### src/rtl/bcd_round_timer.sv
// rtl/bcd_round_timer.sv - multi-digit BCD round timer with seven-segment decode
//
// Counts up or down in BCD on a tick strobe between 0 and MAX_VALUE, with
// load, pause/resume, and wrap or finish behaviour at the bound. Drives one
// active-low seven-segment pattern per digit.
//
// Parameters:
//   DIGITS        number of BCD digits (1-4)
//   MAX_VALUE     terminal count as an integer, < 10**DIGITS
//   BLANK_LEADING 1 blanks zero digits above the highest non-zero digit
//
// Ports:
//   clk       system clock, rising edge
//   clear_b   asynchronous active-low reset
//   tick      count strobe, honoured only in RUN
//   start     load load_val (or MAX_VALUE if invalid) and enter RUN
//   stop      pause/resume toggle strobe
//   dir       0 = up, 1 = down
//   wrap      1 = wrap at the bound, 0 = finish at the bound
//   load_val  BCD start value, digit k at [4k+3:4k]
//   count     current BCD value
//   hex       segment patterns, digit k at [7k+6:7k], bit 6 = a .. bit 0 = g
//   running   high in RUN
//   done      high in DONE
//   tc_pulse  one-cycle terminal-count pulse

module bcd_round_timer #(
  parameter int DIGITS        = 2,
  parameter int MAX_VALUE     = 20,
  parameter int BLANK_LEADING = 0
) (
  input  logic                  clk,
  input  logic                  clear_b,
  input  logic                  tick,
  input  logic                  start,
  input  logic                  stop,
  input  logic                  dir,
  input  logic                  wrap,
  input  logic [4*DIGITS-1:0]   load_val,
  output logic [4*DIGITS-1:0]   count,
  output logic [7*DIGITS-1:0]   hex,
  output logic                  running,
  output logic                  done,
  output logic                  tc_pulse
);

  localparam int W = 4 * DIGITS;

  // Elaboration-time conversion of the integer bound to BCD so that all
  // run-time arithmetic stays digit-wise.
  function automatic logic [W-1:0] to_bcd(input int v);
    int r;
    r = v;
    to_bcd = '0;
    for (int k = 0; k < DIGITS; k++) begin
      to_bcd[4*k +: 4] = 4'(r % 10);
      r = r / 10;
    end
  endfunction

  localparam logic [W-1:0] MAX_BCD = to_bcd(MAX_VALUE);

  function automatic logic [W-1:0] bcd_inc(input logic [W-1:0] v);
    logic c;
    c = 1'b1;
    bcd_inc = v;
    for (int k = 0; k < DIGITS; k++) begin
      if (c) begin
        if (v[4*k +: 4] == 4'd9) begin
          bcd_inc[4*k +: 4] = 4'd0;
        end else begin
          bcd_inc[4*k +: 4] = v[4*k +: 4] + 4'd1;
          c = 1'b0;
        end
      end
    end
  endfunction

  function automatic logic [W-1:0] bcd_dec(input logic [W-1:0] v);
    logic b;
    b = 1'b1;
    bcd_dec = v;
    for (int k = 0; k < DIGITS; k++) begin
      if (b) begin
        if (v[4*k +: 4] == 4'd0) begin
          bcd_dec[4*k +: 4] = 4'd9;
        end else begin
          bcd_dec[4*k +: 4] = v[4*k +: 4] - 4'd1;
          b = 1'b0;
        end
      end
    end
  endfunction

  function automatic logic [6:0] seg(input logic [3:0] d);
    case (d)
      4'd0:    seg = 7'b0000001;
      4'd1:    seg = 7'b1001111;
      4'd2:    seg = 7'b0010010;
      4'd3:    seg = 7'b0000110;
      4'd4:    seg = 7'b1001100;
      4'd5:    seg = 7'b0100100;
      4'd6:    seg = 7'b0100000;
      4'd7:    seg = 7'b0001111;
      4'd8:    seg = 7'b0000000;
      4'd9:    seg = 7'b0000100;
      default: seg = 7'b1111111;
    endcase
  endfunction

  typedef enum logic [1:0] {
    IDLE  = 2'd0,
    RUN   = 2'd1,
    PAUSE = 2'd2,
    DONE  = 2'd3
  } state_t;

  state_t         state, state_n;
  logic [W-1:0]   count_n;
  logic           tc_n;
  logic           load_ok;
  logic [W-1:0]   bound;
  logic [W-1:0]   stepped;

  // Both operands are valid BCD once every digit is <= 9, so a plain
  // unsigned compare of the packed vectors orders them numerically.
  always_comb begin
    load_ok = 1'b1;
    for (int k = 0; k < DIGITS; k++) begin
      if (load_val[4*k +: 4] > 4'd9) load_ok = 1'b0;
    end
    if (load_val > MAX_BCD) load_ok = 1'b0;
  end

  always_comb begin
    state_n = state;
    count_n = count;
    tc_n    = 1'b0;
    bound   = dir ? '0 : MAX_BCD;
    stepped = dir ? bcd_dec(count) : bcd_inc(count);

    if (start) begin
      count_n = load_ok ? load_val : MAX_BCD;
      state_n = RUN;
    end else if (stop) begin
      if (state == RUN)        state_n = PAUSE;
      else if (state == PAUSE) state_n = RUN;
    end else if (tick && state == RUN) begin
      if (count != bound) begin
        count_n = stepped;
        if (stepped == bound) begin
          tc_n = 1'b1;
          if (!wrap) state_n = DONE;
        end
      end else if (wrap) begin
        // Wrapping from the bound is not a terminal event: no pulse.
        count_n = dir ? MAX_BCD : '0;
      end else begin
        // Sitting on the bound already (e.g. loaded there): finish now.
        state_n = DONE;
        tc_n    = 1'b1;
      end
    end
  end

  always_ff @(posedge clk or negedge clear_b) begin
    if (!clear_b) begin
      state    <= IDLE;
      count    <= '0;
      tc_pulse <= 1'b0;
    end else begin
      state    <= state_n;
      count    <= count_n;
      tc_pulse <= tc_n;
    end
  end

  assign running = (state == RUN);
  assign done    = (state == DONE);

  // Scan from the most-significant digit; a digit is "leading" while every
  // digit above it, and itself, is zero. Digit 0 is always shown.
  always_comb begin
    logic       lead;
    logic [3:0] d;
    hex  = '1;
    lead = 1'b1;
    d    = 4'd0;
    for (int k = DIGITS - 1; k >= 0; k--) begin
      d = count[4*k +: 4];
      if (d != 4'd0) lead = 1'b0;
      if (BLANK_LEADING != 0 && lead && k != 0) hex[7*k +: 7] = 7'b1111111;
      else                                      hex[7*k +: 7] = seg(d);
    end
  end

endmodule
### config.mk
export PLATFORM = sky130hd
export DESIGN_NAME = bcd_round_timer
export DESIGN_NICKNAME = d
export VERILOG_FILES = /design/src/rtl/bcd_round_timer.sv
export SDC_FILE = /design/constraint.sdc
export NUM_CORES = 1
export LEC_CHECK = 0
export CAP_MARGIN = 20
export CORE_ASPECT_RATIO = 1.5
export CORE_MARGIN = 2
export CORE_UTILIZATION = 25
export DETAILED_ROUTE_END_ITERATION = 10
export PLACE_DENSITY = 0.54
export SETUP_SLACK_MARGIN = 0.05
export SLEW_MARGIN = 20
export SYNTH_ARGS = -nofsm -noshare
export SYNTH_HDL_FRONTEND = slang
export SYNTH_SLANG_ARGS = --single-unit
### constraint.sdc
create_clock -name clk -period 5.05 [get_ports clk]
set_input_delay 0.505 -clock clk [delete_from_list [all_inputs] [get_ports clk]]
set_output_delay 0.505 -clock clk [all_outputs]
set_load 0.01 [all_outputs]
==> qor.yml <==
outcome: "completed"
cp_num_buf_inv: 2
clkSinkCount: 11
async_reset_ff_frac: 1.00
root_buffer: "clkbuf_8"
routed_via_density: 5.11
hold_buffers: 0
final_common_cell: "clkdlybuf4s50_1"
rsz0062_at_grt: "false"
dieArea_mm2: 0.00639
synthDistinctLibCells: 51
final_layout_size_suffix_gt1_frac: 0.0541
placedCellCount: 288
synth-edff-count: 0
die_w_um: 65.9
worst_slew_pin_slew_ns: 0.737
placed_cell_area_mm2: 0.00186
n_antenna_cell: 0
grt_pass1_vias: 1403
cp-startpoint: "count[1]"
drtIter0Drc: 59
cts_buffers: 3
start_kind: "register"
htreeDepth: 1
ys_seq_area_frac: 0.191
wl_per_cell_um: 14.2
clock_latency_ns: 0.24
finalSetupViolCount: 0
fin_tns_setup_ns: 0
clk_pin_slew_worst_paths_ns: 0.05
initial_core_util: 0.262
worstPathMaxFanout: 10
max_stage_delay_ns: 0.56
period_minus_slack_ns: 2.87
instances_no_fill: 292
setup_slack_ns: 2.18
power.density_mw_per_mm2: 388
vdd_drop_max_v: 0.000132
port_buffers: 39
synth_seq_cells: 11
cts_tree: "yes"
cts_resized: 0
antenna_found_initial: 0
max_freq_ghz: 0.349
hold_path.class: "register to register"
synth_nets: 218
hpwl_um: 3160
dp_slack_ns: 2.32
area.growth.synth_to_final_pct: 32.7
grt_usage: 0.133
fp.dieH_um: 96.9
via_count: 1492
avgSynthCellArea_um2: 7.57
maxCapViolCount: 0
num_io_pins: 40
num_rows: 33
cp-end-kind: "primary output"
hold_ws_ns: 0.596
cts_setup_buffers: 0
min-delay-start: "state[0]"
crit_slowest_cell: "dfrtp_1"
hold_violations: 0
r2r-start: "count[1]"
crit_arrival_ns: 2.36
grt_pass1_wl_um: 6840
critPathKind: "register to primary output"
core_area_mm2: 0.00549
crit_family: "buffers and inverters"
crit_chain: "inv_1 -> ha_1 -> or2_2 -> a21oi_1 -> a31oi_1 -> clkdlybuf4s50_1"
gp_congestion: 0.779
rrSetupSlack_ns: 2.39
p_leak_nw: 0.754
drc: 0
drv_slew: 0
grt_max_degree: 24
final_area_mm2: 0.00191
layout_common_cells: "clkdlybuf4s50_1 (39), nand2_1 (22), nor2_1 (21), a21oi_1 (13), ha_1 (13)"
clockBufferDepth: 2
skew_ns: 0.00166
ys_warn_count: 0
routed_wl_um: 4140
ant_nets: 0
slew_headroom: 0.509
fin_nets: 251
grt_overflow: 0
synthCells: 190
synth_area_mm2: 0.00144
first_pass_iters: 4
cp.required_ns: 4.55
min_period_over_period: 0.568
fillers: 594
synthFlopType: "dfrtp_1"
-- report_power, final --
group	switching [mW]	internal, mW	total (mW)
clock	0.0312	0.0552	0.0864
combinational	0.239	0.252	0.492
sequential	0.0562	0.106	0.162
-- metrics by stage --
stage | power (mW) | utilization
final | 0.740 | 0.347
after floorplan | 0.461 | -
after CTS | 0.749 | 0.347
after global routing | 0.810 | 0.347
after global placement | 0.661 | 0.339
after detailed placement | 0.658 | 0.339
-- worst paths after layout --
path | end | cells past startpoint
max reg2reg | state[0] | 7
max | hex[3] | 6
min in group asynchronous | state[0] | 1
min | state[0] | 2
min reg2reg | state[0] | 2
max in group asynchronous | count[6] | 1
-- kinds of logic (layout without fill, tap and decap cells) --
family | after synthesis | count (layout) | synth area share
AOI/OAI and AO/OA | 59 | 59 | 0.280
xor gates and xnor gates | 3 | 3 | 0.0183
adders and majority gates | 13 | 13 | 0.113
buffers and inverters | 20 | 52 | 0.0601
DFF | 11 | 11 | 0.191
muxes | 2 | 2 | 0.0226
and+or+nand+nor | 82 | 82 | 0.314
-- routing by layer --
layer | track usage | routed length (um) | up-vias
li1 | - | - | 764
met2 | 0.227 | 2090 | 30
met1 | 0.166 | 1830 | 693
met3 | 0.0209 | 152 | 5
met5 | 0 | 0 | -
met4 | 0.0465 | 59 | 0
-- worst reg2reg max path, delay by kind of cell, from the launching register on --
family	cells	cell delay, ns
AND/OR/NAND/NOR	2	0.30
adder cells (fa/ha/maj)	1	0.31
AO/OA/AOI/OAI	3	1.20
flip-flops	1	0.51
buffers and inverters	1	0.22
-- sequential cells by signal (all words and copies together) (netlist names) --
register and count:
tc_pulse 1, count 8, state 2
-- synthesized netlist by cell type (2+ instances only) --
library cell / n / area (um2)
a2111oi_0: 2 / 17.5
a211oi_1: 3 / 22.5
a21boi_0: 2 / 15.0
a21oi_1: 13 / 65.1
a221o_1: 6 / 60.1
a22oi_1: 3 / 22.5
a31oi_1: 4 / 25.0
and2_1: 2 / 12.5
and4b_1: 2 / 20.0
buf_2: 3 / 15.0
clkbuf_1: 7 / 26.3
dfrtp_1: 11 / 275
ha_1: 13 / 163
inv_1: 9 / 33.8
nand2_1: 22 / 82.6
nand2b_1: 6 / 37.5
nand3_1: 3 / 15.0
nand3b_1: 3 / 22.5
nand4_1: 2 / 12.5
nor2_1: 21 / 78.8
nor2b_1: 4 / 25.0
nor3_1: 3 / 15.0
nor3b_1: 2 / 15.0
nor4b_1: 2 / 17.5
o21ai_0: 12 / 60.1
o21bai_1: 2 / 15.0
o22ai_1: 2 / 12.5
or2_2: 2 / 12.5
xor2_1: 2 / 17.5
-- area by class of cell --
type,instances,area [um2],share of cell area
sequential,11,275,0.144
multi-input combinational,159,1080,0.564
tap,70,87.6,0.0459
clock buffer,4,45.0,0.0236
timing repair buffer,39,390,0.205
inverter,9,33.8,0.0177
(Power assumes the default switching activity.)
